`config.mk`:
```
export PLATFORM = sky130hd
export DESIGN_NAME = spi_slave_ctrl
export DESIGN_NICKNAME = d
export VERILOG_FILES = /design/src/rtl/spi_pkg.sv /design/src/rtl/spi_edge_sync.sv /design/src/rtl/spi_slave_ctrl.sv
export SDC_FILE = /design/constraint.sdc
export NUM_CORES = 1
export LEC_CHECK = 0
export ABC_AREA = 1
export CAP_MARGIN = 40
export CELL_PAD_IN_SITES_DETAIL_PLACEMENT = 1
export CELL_PAD_IN_SITES_GLOBAL_PLACEMENT = 1
export CORE_UTILIZATION = 42
export DETAILED_ROUTE_END_ITERATION = 8
export GPL_ROUTABILITY_DRIVEN = 1
export PLACE_DENSITY = 0.77
export REMOVE_ABC_BUFFERS = 1
export SYNTH_ARGS = -nofsm -noshare
export SYNTH_HDL_FRONTEND = slang
export SYNTH_SLANG_ARGS = --single-unit
```
`constraint.sdc`:
```
create_clock -name clk -period 2.2 [get_ports clk]
set_input_delay 0.44 -clock clk [delete_from_list [all_inputs] [get_ports clk]]
set_output_delay 0.44 -clock clk [all_outputs]
set_load 0.01 [all_outputs]
```
`src/rtl/spi_pkg.sv`:
```
// rtl/spi_pkg.sv - shared types and constants for the SPI slave controller
package spi_pkg;

    typedef enum logic [1:0] {
        IDLE    = 2'd0,
        SHIFT   = 2'd1,
        WAIT_SS = 2'd2
    } spi_state_t;

    typedef struct packed {
        logic cpol;
        logic cphase;
    } spi_mode_t;

    localparam int SPI_MIN_OVERSAMPLE = 8;

endpackage

```
`src/rtl/spi_edge_sync.sv`:
```
// rtl/spi_edge_sync.sv - multi-flop input synchronizer with rise/fall pulse outputs
module spi_edge_sync #(
    parameter int   STAGES    = 2,
    parameter logic RESET_VAL = 1'b0
) (
    input  logic clk,
    input  logic rst_n,
    input  logic din,
    output logic dout,
    output logic rise,
    output logic fall
);

    logic [STAGES-1:0] sync_q;
    logic              prev_q;

    always_ff @(posedge clk or negedge rst_n) begin
        if (!rst_n) begin
            sync_q <= {STAGES{RESET_VAL}};
            prev_q <= RESET_VAL;
        end else begin
            sync_q <= {sync_q[STAGES-2:0], din};
            prev_q <= sync_q[STAGES-1];
        end
    end

    assign dout = sync_q[STAGES-1];
    assign rise = dout & ~prev_q;
    assign fall = ~dout & prev_q;

endmodule

```
`src/rtl/spi_slave_ctrl.sv`:
```
// rtl/spi_slave_ctrl.sv - oversampling SPI slave with rx deserializer and one-entry tx buffer; SPI_SLAVE_FRAME_ERR_EN adds frame_err
module spi_slave_ctrl
    import spi_pkg::*;
#(
    parameter int CLK_POLARITY = 0,
    parameter int CLK_PHASE    = 0,
    parameter int DATA_WIDTH   = 16,
    parameter int SYNC_STAGES  = 2
) (
    input  logic                  clk,
    input  logic                  rst_n,
    input  logic                  sclk,
    input  logic                  mosi,
    output logic                  miso,
    input  logic                  ss,
    input  logic [DATA_WIDTH-1:0] tx_data,
    input  logic                  tx_valid,
    output logic                  tx_ready,
    output logic [DATA_WIDTH-1:0] rx_data,
    output logic                  rx_valid,
    output logic                  busy,
    output logic                  tx_underrun
`ifdef SPI_SLAVE_FRAME_ERR_EN
    ,
    output logic                  frame_err
`endif
);

    localparam spi_mode_t MODE = '{cpol: (CLK_POLARITY != 0), cphase: (CLK_PHASE != 0)};
    localparam int        CW   = $clog2(DATA_WIDTH + 1);
    localparam logic [CW-1:0] LAST = CW'(DATA_WIDTH - 1);

    spi_state_t state, next_state;

    logic sclk_sync, sclk_rise, sclk_fall;
    logic ss_sync, ss_rise, ss_fall;
    logic [SYNC_STAGES-1:0] mosi_q;
    logic mosi_sync;
    logic sclk_edge, leading, trailing, sample_edge, change_edge;
    logic start, do_sample, finish;

    logic [CW-1:0]         cnt;
    logic [DATA_WIDTH-1:0] rx_sr, tx_sr, tx_buf, tx_src;
    logic                  tx_full;

    spi_edge_sync #(.STAGES(SYNC_STAGES), .RESET_VAL(MODE.cpol)) u_sclk_sync (
        .clk(clk), .rst_n(rst_n), .din(sclk),
        .dout(sclk_sync), .rise(sclk_rise), .fall(sclk_fall)
    );

    // ss resets as "asserted" so a frame already in progress at reset release is never joined
    spi_edge_sync #(.STAGES(SYNC_STAGES), .RESET_VAL(1'b0)) u_ss_sync (
        .clk(clk), .rst_n(rst_n), .din(ss),
        .dout(ss_sync), .rise(ss_rise), .fall(ss_fall)
    );

    always_ff @(posedge clk or negedge rst_n) begin
        if (!rst_n) mosi_q <= '0;
        else        mosi_q <= {mosi_q[SYNC_STAGES-2:0], mosi};
    end
    assign mosi_sync = mosi_q[SYNC_STAGES-1];

    assign sclk_edge   = sclk_rise | sclk_fall;
    assign leading     = sclk_edge & (sclk_sync != MODE.cpol);
    assign trailing    = sclk_edge & (sclk_sync == MODE.cpol);
    assign sample_edge = MODE.cphase ? trailing : leading;
    assign change_edge = MODE.cphase ? leading : trailing;

    assign tx_src   = tx_full ? tx_buf : '0;
    assign tx_ready = ~tx_full;
    assign busy     = (state != IDLE);

`ifdef SPI_SLAVE_FRAME_ERR_EN
    logic frame_fault;
`endif

    always_ff @(posedge clk or negedge rst_n) begin
        if (!rst_n) state <= IDLE;
        else        state <= next_state;
    end

    always_comb begin
        next_state = state;
        start      = 1'b0;
        do_sample  = 1'b0;
        finish     = 1'b0;
`ifdef SPI_SLAVE_FRAME_ERR_EN
        frame_fault = 1'b0;
`endif
        case (state)
            IDLE: begin
                if (ss_fall) begin
                    next_state = SHIFT;
                    start      = 1'b1;
                end
            end
            SHIFT: begin
                if (ss_rise) begin
                    next_state = IDLE;
`ifdef SPI_SLAVE_FRAME_ERR_EN
                    frame_fault = 1'b1;
`endif
                end else if (sample_edge) begin
                    do_sample = 1'b1;
                    if (cnt == LAST) begin
                        finish     = 1'b1;
                        next_state = WAIT_SS;
                    end
                end
            end
            WAIT_SS: begin
                if (ss_sync) begin
                    next_state = IDLE;
                end
`ifdef SPI_SLAVE_FRAME_ERR_EN
                else if (sample_edge) begin
                    frame_fault = 1'b1;
                end
`endif
            end
            default: next_state = IDLE;
        endcase
    end

    always_ff @(posedge clk or negedge rst_n) begin
        if (!rst_n) begin
            cnt         <= '0;
            rx_sr       <= '0;
            tx_sr       <= '0;
            tx_buf      <= '0;
            tx_full     <= 1'b0;
            miso        <= 1'b0;
            rx_data     <= '0;
            rx_valid    <= 1'b0;
            tx_underrun <= 1'b0;
        end else begin
            rx_valid    <= 1'b0;
            tx_underrun <= 1'b0;
            if (start) begin
                cnt         <= '0;
                rx_sr       <= '0;
                tx_underrun <= ~tx_full;
                // CPHA=0 presents the MSB immediately; CPHA=1 waits for the first leading edge
                if (MODE.cphase) begin
                    tx_sr <= tx_src;
                    miso  <= 1'b0;
                end else begin
                    tx_sr <= {tx_src[DATA_WIDTH-2:0], 1'b0};
                    miso  <= tx_src[DATA_WIDTH-1];
                end
            end else if (state == SHIFT && next_state == SHIFT) begin
                if (do_sample) begin
                    rx_sr <= {rx_sr[DATA_WIDTH-2:0], mosi_sync};
                    cnt   <= cnt + CW'(1);
                end
                if (change_edge) begin
                    miso  <= tx_sr[DATA_WIDTH-1];
                    tx_sr <= {tx_sr[DATA_WIDTH-2:0], 1'b0};
                end
            end else begin
                miso <= 1'b0;
            end
            if (finish) begin
                rx_data  <= {rx_sr[DATA_WIDTH-2:0], mosi_sync};
                rx_valid <= 1'b1;
                cnt      <= cnt + CW'(1);
            end
            if (start && tx_full) begin
                tx_full <= 1'b0;
            end else if (tx_valid && !tx_full) begin
                tx_buf  <= tx_data;
                tx_full <= 1'b1;
            end
        end
    end

`ifdef SPI_SLAVE_FRAME_ERR_EN
    always_ff @(posedge clk or negedge rst_n) begin
        if (!rst_n) frame_err <= 1'b0;
        else        frame_err <= frame_fault;
    end
`endif

endmodule
```
# Word-level counts from Yosys, hierarchy flattened
# Cells that the tools add are included.
[word_totals]
in_bits = 22
ff_bits = 82
elab_cells = 83
output_inout_bits = 21
[op_classes]
n_eq_ne = 5
addsub = 1
n_mux = 33
bitwise = 13
n_reduce_logical = 16
[ops]
columns = ["cell", "count"]
rows = [
  ["two-way mux 16 bit", 4],
  ["two-way mux 15 bit", 3],
  ["two-way mux 5 bit", 4],
  ["two-way mux 1 bit", 16],
  ["two-way mux 2 bit", 5],
  ["nonzero test 2 bit", 5],
  ["AND reduction 2 bit", 4],
  ["bitwise AND 1 bit", 6],
  ["NOT 1 bit", 6],
  ["case mux 2 bit (3 select lines)", 1],
  ["nonzero test 3 bit", 2],
  ["adder 5 x 1 -> 5 bit (second input constant)", 1],
  ["== test 5 x 4 -> 1 bit (second input constant)", 1],
  ["== test 2 x 1 -> 1 bit (second input constant)", 2],
  ["logical AND 1 bit", 3],
  ["!= test 3 bit (second input constant)", 1],
  ["== test 2 bit (second input constant)", 1],
  ["logical NOT 2 bit", 1],
  ["logical NOT 1 bit", 1],
  ["bitwise OR 1 bit", 1],
]

# Depth between registers and ports, before layout
[logic_depth]
word_depth = 12
mapped_depth = 10
depth_no_buf = 9

# By module
# A second synthesis with hierarchy kept.
[hier_totals]
hier_cells = 361
hier_area_um2 = 3420.8
[by_module_without_submodules]
columns = ["mod", "area_each_um2", "instances", "cells_per_inst", "seq_area_each_um2"]
rows = [
  ["spi_slave_ctrl", 3240.6, 1, 347, 1876.8],
  ["spi_edge_sync", 90.1, 2, 7, 75.1],
]

# Worst setup path after synthesis
# No wires, ideal clock.
[synth_timing]
path_type = "register to register"
from = "register cnt[0]"
to = "register tx_sr[10]"
stages_incl_launch_ff = 11
path_buffers = 1
arrival_time_ps = 1494
setup_ps = 117
required_ps = 2083
setup_slack_ps = 589
cell_sequence = "dfrtp_1 ha_1 nand2_1 nor2_1 ha_1 nand3_2 nand3_1 nand2_2 buf_4 nand3_1 nand2_1"
[synth_via]
elab_chain_cells = 9
[synth_lines]
columns = ["item", "line_no", "text"]
rows = [
  ["start, declared", "spi_slave_ctrl.sv:42", "logic [CW-1:0] cnt;"],
  ["start signal, assigned", "spi_slave_ctrl.sv:154", "cnt <= cnt + CW'(1);"],
  ["start signal, assigned", "spi_slave_ctrl.sv:166", "cnt <= cnt + CW'(1);"],
  ["== test 5 x 4 -> 1 bit", "spi_slave_ctrl.sv:105", "if (cnt == LAST) begin"],
  ["two-way mux 2 bit", "spi_slave_ctrl.sv:105", ""],
  ["two-way mux 2 bit", "spi_slave_ctrl.sv:103", "end else if (sample_edge) begin"],
  ["two-way mux 2 bit", "spi_slave_ctrl.sv:98", "if (ss_rise) begin"],
  ["case mux 2 bit (3 select lines)", "spi_slave_ctrl.sv:90", "case (state)"],
  ["named net next_state[0]", "spi_slave_ctrl.sv:33", "spi_state_t state, next_state;"],
  ["== test 2 x 1 -> 1 bit", "spi_slave_ctrl.sv:151", "end else if (state == SHIFT && next_state == SHIFT) begin"],
  ["logical AND 1 bit", "spi_slave_ctrl.sv:151", ""],
  ["nonzero test 2 bit (no line)", "-", ""],
  ["AND reduction 2 bit (no line)", "-", ""],
  ["end signal, assigned", "spi_slave_ctrl.sv:145", "tx_sr <= tx_src;"],
  ["end signal, assigned", "spi_slave_ctrl.sv:148", "tx_sr <= {tx_src[DATA_WIDTH-2:0], 1'b0};"],
  ["end signal, assigned", "spi_slave_ctrl.sv:158", "tx_sr <= {tx_sr[DATA_WIDTH-2:0], 1'b0};"],
  ["end, declared", "spi_slave_ctrl.sv:43", "logic [DATA_WIDTH-1:0] rx_sr, tx_sr, tx_buf, tx_src;"],
]
# The timed path passes the listed nets, and every way through them passes these cells.
# A chain may end at the register's enable or synchronous reset.

# Worst setup path after layout
[layout_timing]
from = "register state[0]"
to = "output port busy"
[layout_via]
elab_chain_cells = 1
[layout_lines]
columns = ["item", "line_no", "text"]
rows = [
  ["start, declared", "spi_slave_ctrl.sv:33", ""],
  ["start signal, assigned", "spi_slave_ctrl.sv:79", "else state <= next_state;"],
  ["nonzero test 2 bit", "spi_slave_ctrl.sv:71", "assign busy = (state != IDLE);"],
  ["end, declared", "spi_slave_ctrl.sv:21", "output logic busy,"],
]
# No other way between the ends.

==> metrics <==
Distinct cells, synth=26; initial antenna violation count=0; Chip Height=about 94 um; FILL cells=about 960; Root Buffer=clkbuf_8; H-tree Lvls=3; Final min period=slightly below 2 ns; die footprint=slightly below 9000 sq um; Avg WL per Cell=roughly 13 um; vias=between 2k and 3k; Max Fclk=511 MHz; Worst Path Required=roughly 1.8 ns; residual DRC count=0; crit path capture type=output port; pwr dens=between 900 and 1000 nW/um^2; highest-count cells in the layout ignoring fill and taps=145 x nand2_1, 81 x dfrtp_1, 66 x nand3_1; relative slew slack=between 50% and 60%; maximum fanout along the worst path=4; Area Overhead vs Synth=19.6%; share of cells above drive strength 1=around an eighth; Max Slew Vio Count=0; critical path class=reg -> out; part of the cycle the worst path needs=around nine tenths; static leakage=2.23 nW; I/O pin cnt=43; Setup crit start kind=flip-flop; status=finished clean; Vias/cell=slightly below 5; TritonRoute pass-1 iters=4; post-route insts no fill=roughly 540; antenna cells=0; gr usage total=about a fifth; Final Setup Violations=0; ANT nets after route=0; Seq pwr share=between 50% and 60%; final hold vios=0; final net count=roughly 450; Inserted Clock Buffers=9; clk_skew=approximately 0.010 ns; Int Pwr=between 2 and 3 mW; max-cap violations=0; Seq cells post-synth=between 80 and 90; Max VDD drop=0.454 mV; clock power share=27.1%; HPWL after DPL=around 4.8 mm; Yosys warning count=0; Clk Latency, worst-skew pair=0.35 ns; register area=roughly 2000 sq um; # rows=33; DRT Wirelength=between 7 and 8 mm; Worst Hold Class=reg -> reg; chip width=roughly 94 um; Clock transition at path regs=around 0.09 ns; routability cong.=just under 0.8; largest net degree at the start of global routing=59; vias in the first global route=2852; IO Port Bufs=42; switching part of the total power=31.4%; Clock Path Buffers=2; Overflow after GRT=0; DRT iter0 DRCs=88; sequential area share after synthesis=57.4%; RSZ-0062 raised after global routing=no; CTS tree=done; Post-Syn Area=approximately 3500 sq um; core area=approximately 8000 sq um; commonest non-fill, non-tap cell in the layout=nand2_1; Sw Pwr=between 1 and 1.5 mW; Starting Density=43.2%; placed cell count=522; Post-Syn Instances=approximately 390; setup_tns=0 ns; crit path DAT=between 1.5 and 2 ns; Worst Tran Pin Value=~0.63 ns; multi-input logic area=1290 sq um; first-pass GRT wire length=13.0 mm; Mean Syn Cell Area=just over 9 sq um; Logic pwr share=a little under a quarter; TritonCTS Sinks=between 80 and 90
## power by group through the flow
stage | registers [mW] | clock network [mW] | logic, mW
6_report | 1.92 | 1.03 | 0.861
5_1_grt | 1.95 | 1.13 | 0.998
4_1_cts | 1.92 | 1.07 | 0.882
3_3_place_gp | 1.93 | 0 | 0.833
3_5_place_dp | 1.95 | 0 | 0.877
2_1_floorplan | 1.93 | 0 | 0.575
## registers in the layout, indices dropped and copies added, names as in the netlist
name / cells
cnt: 5
miso: 1
mosi_q: 2
rx_data: 16
rx_sr: 15
rx_valid: 1
state: 2
tx_buf: 16
tx_full: 1
tx_sr: 15
tx_underrun: 1
u_sclk_sync.prev_q: 1
u_sclk_sync.sync_q: 2
u_ss_sync.prev_q: 1
u_ss_sync.sync_q: 2
## worst max-delay path, stage by stage (launching register included)
cell,delay [ns]
dfrtp_1,0.43
nor2_2,0.19
inv_1,0.07
clkdlybuf4s50_1,0.47
## final timing paths
path,start,to,cells past startpoint,slack (ns)
worst min register to register,mosi_q[0],mosi_q[1],0,0.36
min in group asynchronous,rst_n,u_ss_sync.sync_q[1],2,0.52
worst max-delay path,state[0],busy,3,0.24
max in group asynchronous,rst_n,tx_sr[14],3,1.07
worst min-delay path,mosi_q[0],mosi_q[1],0,0.36
worst max register to register,cnt[0],tx_sr[2],8,0.36
## metal layers
| layer | share of wire, % | GRT usage (%) | vias to the layer above |
|---|---|---|---|
| met5 | 0 | 0 | - |
| met4 | 1.7 | 6.54 | 0 |
| met3 | 2.9 | 3.80 | 11 |
| met2 | 49 | 32.4 | 53 |
| met1 | 47 | 24.0 | 1269 |
| li1 | - | - | 1317 |
## through the flow
stage | hold slack, ns | setup WS, ns | util, % | power [mW] | cell area (sq um)
3_3_place_gp | 0.335 | 0.406 | 49.3 | 2.77 | 4030
2_1_floorplan | 0.144 | 0.292 | - | 2.50 | 3430
5_1_grt | 0.370 | 0.143 | 51.7 | 4.08 | 4220
3_5_place_dp | 0.337 | 0.358 | 49.3 | 2.82 | 4030
4_1_cts | 0.358 | 0.196 | 51.7 | 3.87 | 4220
6_report | 0.356 | 0.242 | 51.7 | 3.81 | 4220
## synthesized netlist by cell type (all sizes together)
master  count  area [sq um]
xor2        1          8.76
clkbuf      1          3.75
nand3      70           385
o21ai       5          28.8
nor2       12          60.1
buf        16          97.6
nand4       2          12.5
or2         2          12.5
a21oi       1          5.00
inv        28           108
nand2     149           569
o31ai       1          7.51
dfrtp      81          2030
ha          2          25.0
mux2       16           180
## cell families after synthesis
family / synth area share, %
xor+xnor: 0.248
mux: 5.10
fa+ha+maj: 0.709
buf+inv: 5.92
compound gates: 1.17
flops: 57.4
simple gates: 29.4
## what timing repair did
item                                   4_1_cts  5_1_grt
endpoints found under the hold margin       23        0
setup buffers                                0        0
hold buffers                                 1        0
resized for setup                            0        0
## final cells by class
class                   count  share of cell area, %
inverters                  28                   2.55
clock buffers              10                   3.26
flip-flops and latches     81                   48.0
well taps                 105                   3.11
multi-input cells         261                   30.7
clock inverters             6                   1.13
repair buffers             48                   11.3
No activity file was read; power rests on OpenSTA's default activity.
